$ cat src/rtl/pc_fetch_unit.sv
`default_nettype none
// ============================================================================
// Module      : pc_fetch_unit
// Description : Program-counter register and single-outstanding instruction
//               fetch sequencer. Holds the current PC, requests the word at
//               that address, captures it when memory answers, then waits for
//               the PC-update mux to commit the next word-aligned PC. A
//               misaligned next-PC latches a sticky error that only reset
//               clears.
//
// Ports
//   clk          in   1   rising-edge clock for all state
//   reset        in   1   synchronous, active-high reset (highest priority)
//   iaddr_wdata  in   32  next-PC value from the PC-update mux
//   pc_update_en in   1   request to commit iaddr_wdata as the new PC
//   stall        in   1   blocks a PC commit while high
//   imem_rdata   in   32  instruction word returned by instruction memory
//   imem_ready   in   1   imem_rdata is valid for iaddr this cycle
//   iaddr        out  32  current PC (registered)
//   imem_req     out  1   fetch request for iaddr (registered)
//   instr        out  32  captured instruction word (registered)
//   instr_valid  out  1   instr holds the word fetched from iaddr (registered)
//   misalign_err out  1   sticky misaligned-next-PC error (registered)
//   fetch_count  out  32  completed fetches since reset, wraps silently
//
// Revision    : 1.0 - initial release
// ============================================================================
module pc_fetch_unit #(
    parameter logic [31:0] RESET_PC = 32'h0000_0000
) (
    input  logic        clk,
    input  logic        reset,
    input  logic [31:0] iaddr_wdata,
    input  logic        pc_update_en,
    input  logic        stall,
    input  logic [31:0] imem_rdata,
    input  logic        imem_ready,
    output logic [31:0] iaddr,
    output logic        imem_req,
    output logic [31:0] instr,
    output logic        instr_valid,
    output logic        misalign_err,
    output logic [31:0] fetch_count
);

    // Canonical RISC-V NOP (addi x0, x0, 0); instr shows this until the
    // first real fetch lands.
    localparam logic [31:0] NOP_INSTR = 32'h0000_0013;

    // The PC must always be word aligned; the low bits of the parameter are
    // dropped so a mis-set RESET_PC can never produce a misaligned fetch.
    localparam logic [31:0] RESET_PC_ALIGNED = {RESET_PC[31:2], 2'b00};

    typedef enum logic [1:0] {
        ST_REQ  = 2'b00,   // fetch outstanding, waiting for imem_ready
        ST_HOLD = 2'b01,   // instruction captured, waiting for next-PC commit
        ST_ERR  = 2'b10    // misaligned next-PC seen, locked until reset
    } state_t;

    state_t      state_q,        state_d;
    logic [31:0] iaddr_q,        iaddr_d;
    logic [31:0] instr_q,        instr_d;
    logic [31:0] fetch_count_q,  fetch_count_d;
    logic        misalign_q,     misalign_d;
    logic        imem_req_q,     imem_req_d;
    logic        instr_valid_q,  instr_valid_d;

    logic        commit_req;
    logic        commit_aligned;

    // A commit is only meaningful in HOLD; stall masks it entirely.
    assign commit_req     = (state_q == ST_HOLD) && pc_update_en && !stall;
    assign commit_aligned = (iaddr_wdata[1:0] == 2'b00);

    // ------------------------------------------------------------------
    // Next-state and next-output decode
    // ------------------------------------------------------------------
    always_comb begin
        state_d       = state_q;
        iaddr_d       = iaddr_q;
        instr_d       = instr_q;
        fetch_count_d = fetch_count_q;
        misalign_d    = misalign_q;

        case (state_q)
            ST_REQ: begin
                // pc_update_en is deliberately not looked at here: the PC
                // must not move under an outstanding fetch.
                if (imem_ready) begin
                    instr_d       = imem_rdata;
                    fetch_count_d = fetch_count_q + 32'd1;
                    state_d       = ST_HOLD;
                end
            end

            ST_HOLD: begin
                // imem_ready is ignored: instr stays the word for iaddr.
                if (commit_req) begin
                    if (commit_aligned) begin
                        // A self-loop (wdata == iaddr) is a normal commit
                        // and causes a refetch of the same word.
                        iaddr_d = iaddr_wdata;
                        state_d = ST_REQ;
                    end else begin
                        misalign_d = 1'b1;
                        state_d    = ST_ERR;
                    end
                end
            end

            ST_ERR: begin
                // Terminal until reset; every input is ignored.
                misalign_d = 1'b1;
            end

            default: begin
                // Unused encoding: recover by restarting the fetch.
                state_d = ST_REQ;
            end
        endcase

        // Status outputs are decoded from the state being entered so that
        // the registered copies line up with the state register.
        imem_req_d    = (state_d == ST_REQ);
        instr_valid_d = (state_d == ST_HOLD);
    end

    // ------------------------------------------------------------------
    // State and output registers; reset overrides every other input,
    // including an imem_ready arriving in the same cycle.
    // ------------------------------------------------------------------
    always_ff @(posedge clk) begin
        if (reset) begin
            state_q       <= ST_REQ;
            iaddr_q       <= RESET_PC_ALIGNED;
            instr_q       <= NOP_INSTR;
            fetch_count_q <= 32'd0;
            misalign_q    <= 1'b0;
            imem_req_q    <= 1'b1;
            instr_valid_q <= 1'b0;
        end else begin
            state_q       <= state_d;
            iaddr_q       <= iaddr_d;
            instr_q       <= instr_d;
            fetch_count_q <= fetch_count_d;
            misalign_q    <= misalign_d;
            imem_req_q    <= imem_req_d;
            instr_valid_q <= instr_valid_d;
        end
    end

    assign iaddr        = iaddr_q;
    assign imem_req     = imem_req_q;
    assign instr        = instr_q;
    assign instr_valid  = instr_valid_q;
    assign misalign_err = misalign_q;
    assign fetch_count  = fetch_count_q;

endmodule
`default_nettype wire

$ cat config.mk
export PLATFORM = sky130hd
export DESIGN_NAME = pc_fetch_unit
export DESIGN_NICKNAME = d
export VERILOG_FILES = /design/src/rtl/pc_fetch_unit.sv
export SDC_FILE = /design/constraint.sdc
export NUM_CORES = 1
export LEC_CHECK = 0
export ABC_AREA = 1
export BUFFER_PORTS_ARGS = -buffer_cell sky130_fd_sc_hd__buf_2
export CORE_MARGIN = 4
export CORE_UTILIZATION = 52
export DETAILED_ROUTE_END_ITERATION = 8
export GPL_TIMING_DRIVEN = 0
export PLACE_DENSITY = 0.85
export SYNTH_ARGS = -nofsm -noshare
export SYNTH_HDL_FRONTEND = slang
export SYNTH_SLANG_ARGS = --single-unit
$ cat constraint.sdc
create_clock -name clk -period 3.7 [get_ports clk]
set_input_delay 1.11 -clock clk [delete_from_list [all_inputs] [get_ports clk]]
set_output_delay 1.11 -clock clk [all_outputs]
set_load 0.005 [all_outputs]
==> impl_results.md <==
* Slowest stage cell, crit path: dfxtp_1
* Worst-Margin Slew at 609.9 ps
* Crit. End Element: primary output
* Lkg Pwr at 2.463 nW
* EDFF count, synth at 0
* Ports at 168
* Hold_ws at 464.9 ps
* Sequential power share at 0.573
* Vias at 4,417
* Detailed placer's ending HPWL at 9301 um
* Clock latency on the worst-skew pair at 360 ps
* Warnings, synthesis at 0
* Max-cap viol count at 0
* CTS Buf Count at 9
* CTS Root Cell: clkbuf_8
* Sequential-to-total area share from yosys stat at 0.4821
* Crit path DAT at 990 ps
* GRT Total Usage at 0.2456
* Clock-pin slew on the worst setup and hold paths at 100 ps
* Clk pwr share at 0.319
* Largest net degree at the start of global routing at 18
* Rel. slew slack at 0.5934
* Die area at 0.009566 sq mm
* Max Root-Sink Buffers at 2
* Worst Path Buf+Inv at 1
* Final Max Tran Viols at 0
* Status: finished clean
* CP max stage delay at 470 ps
* Syn Area/Cell at 7.194 sq um
* Clk_skew at 11.96 ps
* Hold buffer count at cts at 0
* Synth top cells by count: 123 x nor2_1, 114 x nand2_1, 101 x dfxtp_1, 51 x nand3_1, 43 x a21oi_1
* Most used DFF post-synth: dfxtp_1
* Initial antenna violation count at 0
* Via/cell ratio at 5.095
* Die Y at 97.81 um
* Sw Share at 0.2687
* Startpoint types: flop
* Cell family with most CP delay: flip-flops
* PD cells at 376.8 mW/mm^2
* IO buf count at 166
* Cell with the most instances after synthesis: nor2_1
* Placer Congestion at 0.9232
* Post-CTS sizing at 0
* Avg WL per Cell at 13.74 um
* # clock sinks at 101
* NetSw at 539.4 uW
* Yosys top cell area share at 0.4821
* Final hold vios at 0
* Fmax at 476.3 MHz
* Final setup TNS at 0 ps
* Seq cells post-synth at 101
* Remaining antenna violation count after routing at 0
* Initial Util at 0.5399
* Mapped cell area at 0.004194 sq mm
* Core area at 0.007767 sq mm
* Nets at 830
* Post-CTS setup buffer count at 0
* Yosys top cell by area: dfxtp_1
* Int Pwr at 1.468 mW
* RSZ-0062 raised after global routing: no
* Required time worst endpoint at 2590 ps
* Finish-stage setup viols at 0
* Placement Rows at 32
* Synth area leaders: dfxtp_1 48%, nor2_1 11%, nand2_1 10%
* Max VDD drop at 0.0003912 V
* H-tree Lvls at 3
* Die X at 97.81 um
* Diode count at 0
* Total routed wirelength at 11,910 um
* Ys async rst share at 0
* Worst Path Max Fanout at 6
* Global-route wire length before repair at 19,400 um
* Vias in the first global route at 4,212
* Mapped Nets at 653
* DRC errors left at 0
* Kind of critical path: reg2out
* Area Overhead vs Synth at 27.03%
* Post-layout util at 0.6859
* Min Tclk post-route at 2099 ps
* Share of layout cells above drive strength 1 at 0.2784
* CTS tree: done
* Combinational share of power at 0.108
* Final cell count without fillers at 867
* Initial DRC count at 208
* Post-Synthesis Cells at 583
* GRT overflow at 0
* Yosys cell types at 26
* Final period utilization at 0.5674
* Min-delay worst type: reg2reg
* Drt pass-1 iters at 5
* Critical Path, Cell by Cell: buf_2
* Placed cell count at 851
routing by layer:
metal	wire length [um]	vias up	global-route usage
met5	0	-	0
met2	6070	174	0.4360
met3	955	31	0.06643
li1	-	2219	-
met4	324	0	0.09052
met1	4563	1993	0.2827
power by group through the flow:
stage	logic, mW	clock network (mW)	registers, mW
floorplan	0.104	0	1.18
global placement	0.211	0	1.17
detailed placement	0.219	0	1.17
CTS	0.219	0.654	1.15
global route	0.244	0.700	1.16
finish	0.217	0.640	1.15
layout by cell type (no fill, tap or decap), drive strengths merged, types with 14 or more instances in the layout:
cell and count:
clkbuf 24, o21ai 37, dfxtp 101, nand4 14
nand3 55, inv 44, a21oi 43, nor2 135
nand2 115, buf 178
final timing paths:
path | start | endpoint | slack [ps] | cells past startpoint
max | fetch_count[27] | fetch_count[27] | 1600 | 1
min | iaddr[0] | iaddr[0] | 460 | 2
max reg2reg | fetch_count[0] | fetch_count[18] | 2170 | 8
min reg2reg | iaddr[0] | iaddr[0] | 460 | 2
flip-flops by register name (all words and copies together), names as in the netlist:
name          flops
misalign_err      1
instr            32
fetch_count      32
instr_valid       1
iaddr            32
state_q           2
imem_req          1
final cells by class:
class,instances,area (sq um)
fillers,682,2440
clock inverters,7,51.30
repair buffers,166,830.8
plain buffers,27,127.6
flip-flops and latches,101,2022
inverters,43,161.4
well taps,102,127.6
clock buffers,9,123.9
multi-input cells,412,1883
logic make-up (layout without fill, tap and decap cells):
group           count (synthesis)  count (layout)  share of synthesized area
compound gates                 82              82                    0.09875
xor+xnor                        4               4                   0.008355
fa+ha+maj                       1               1                   0.002983
buf+inv                        70             252                    0.06891
flops                         101             101                     0.4821
simple gates                  325             325                     0.3389
metrics by stage:
stage	instance area, sq um	worst slack [ps]	power (mW)
finish	5328	1601	2.007
global route	5328	1541	2.100
CTS	5328	1591	2.023
detailed placement	5152	1273	1.393
global placement	5152	1325	1.384
floorplan	4194	1726	1.284
Note: power is estimated with default switching activity, not from simulation.
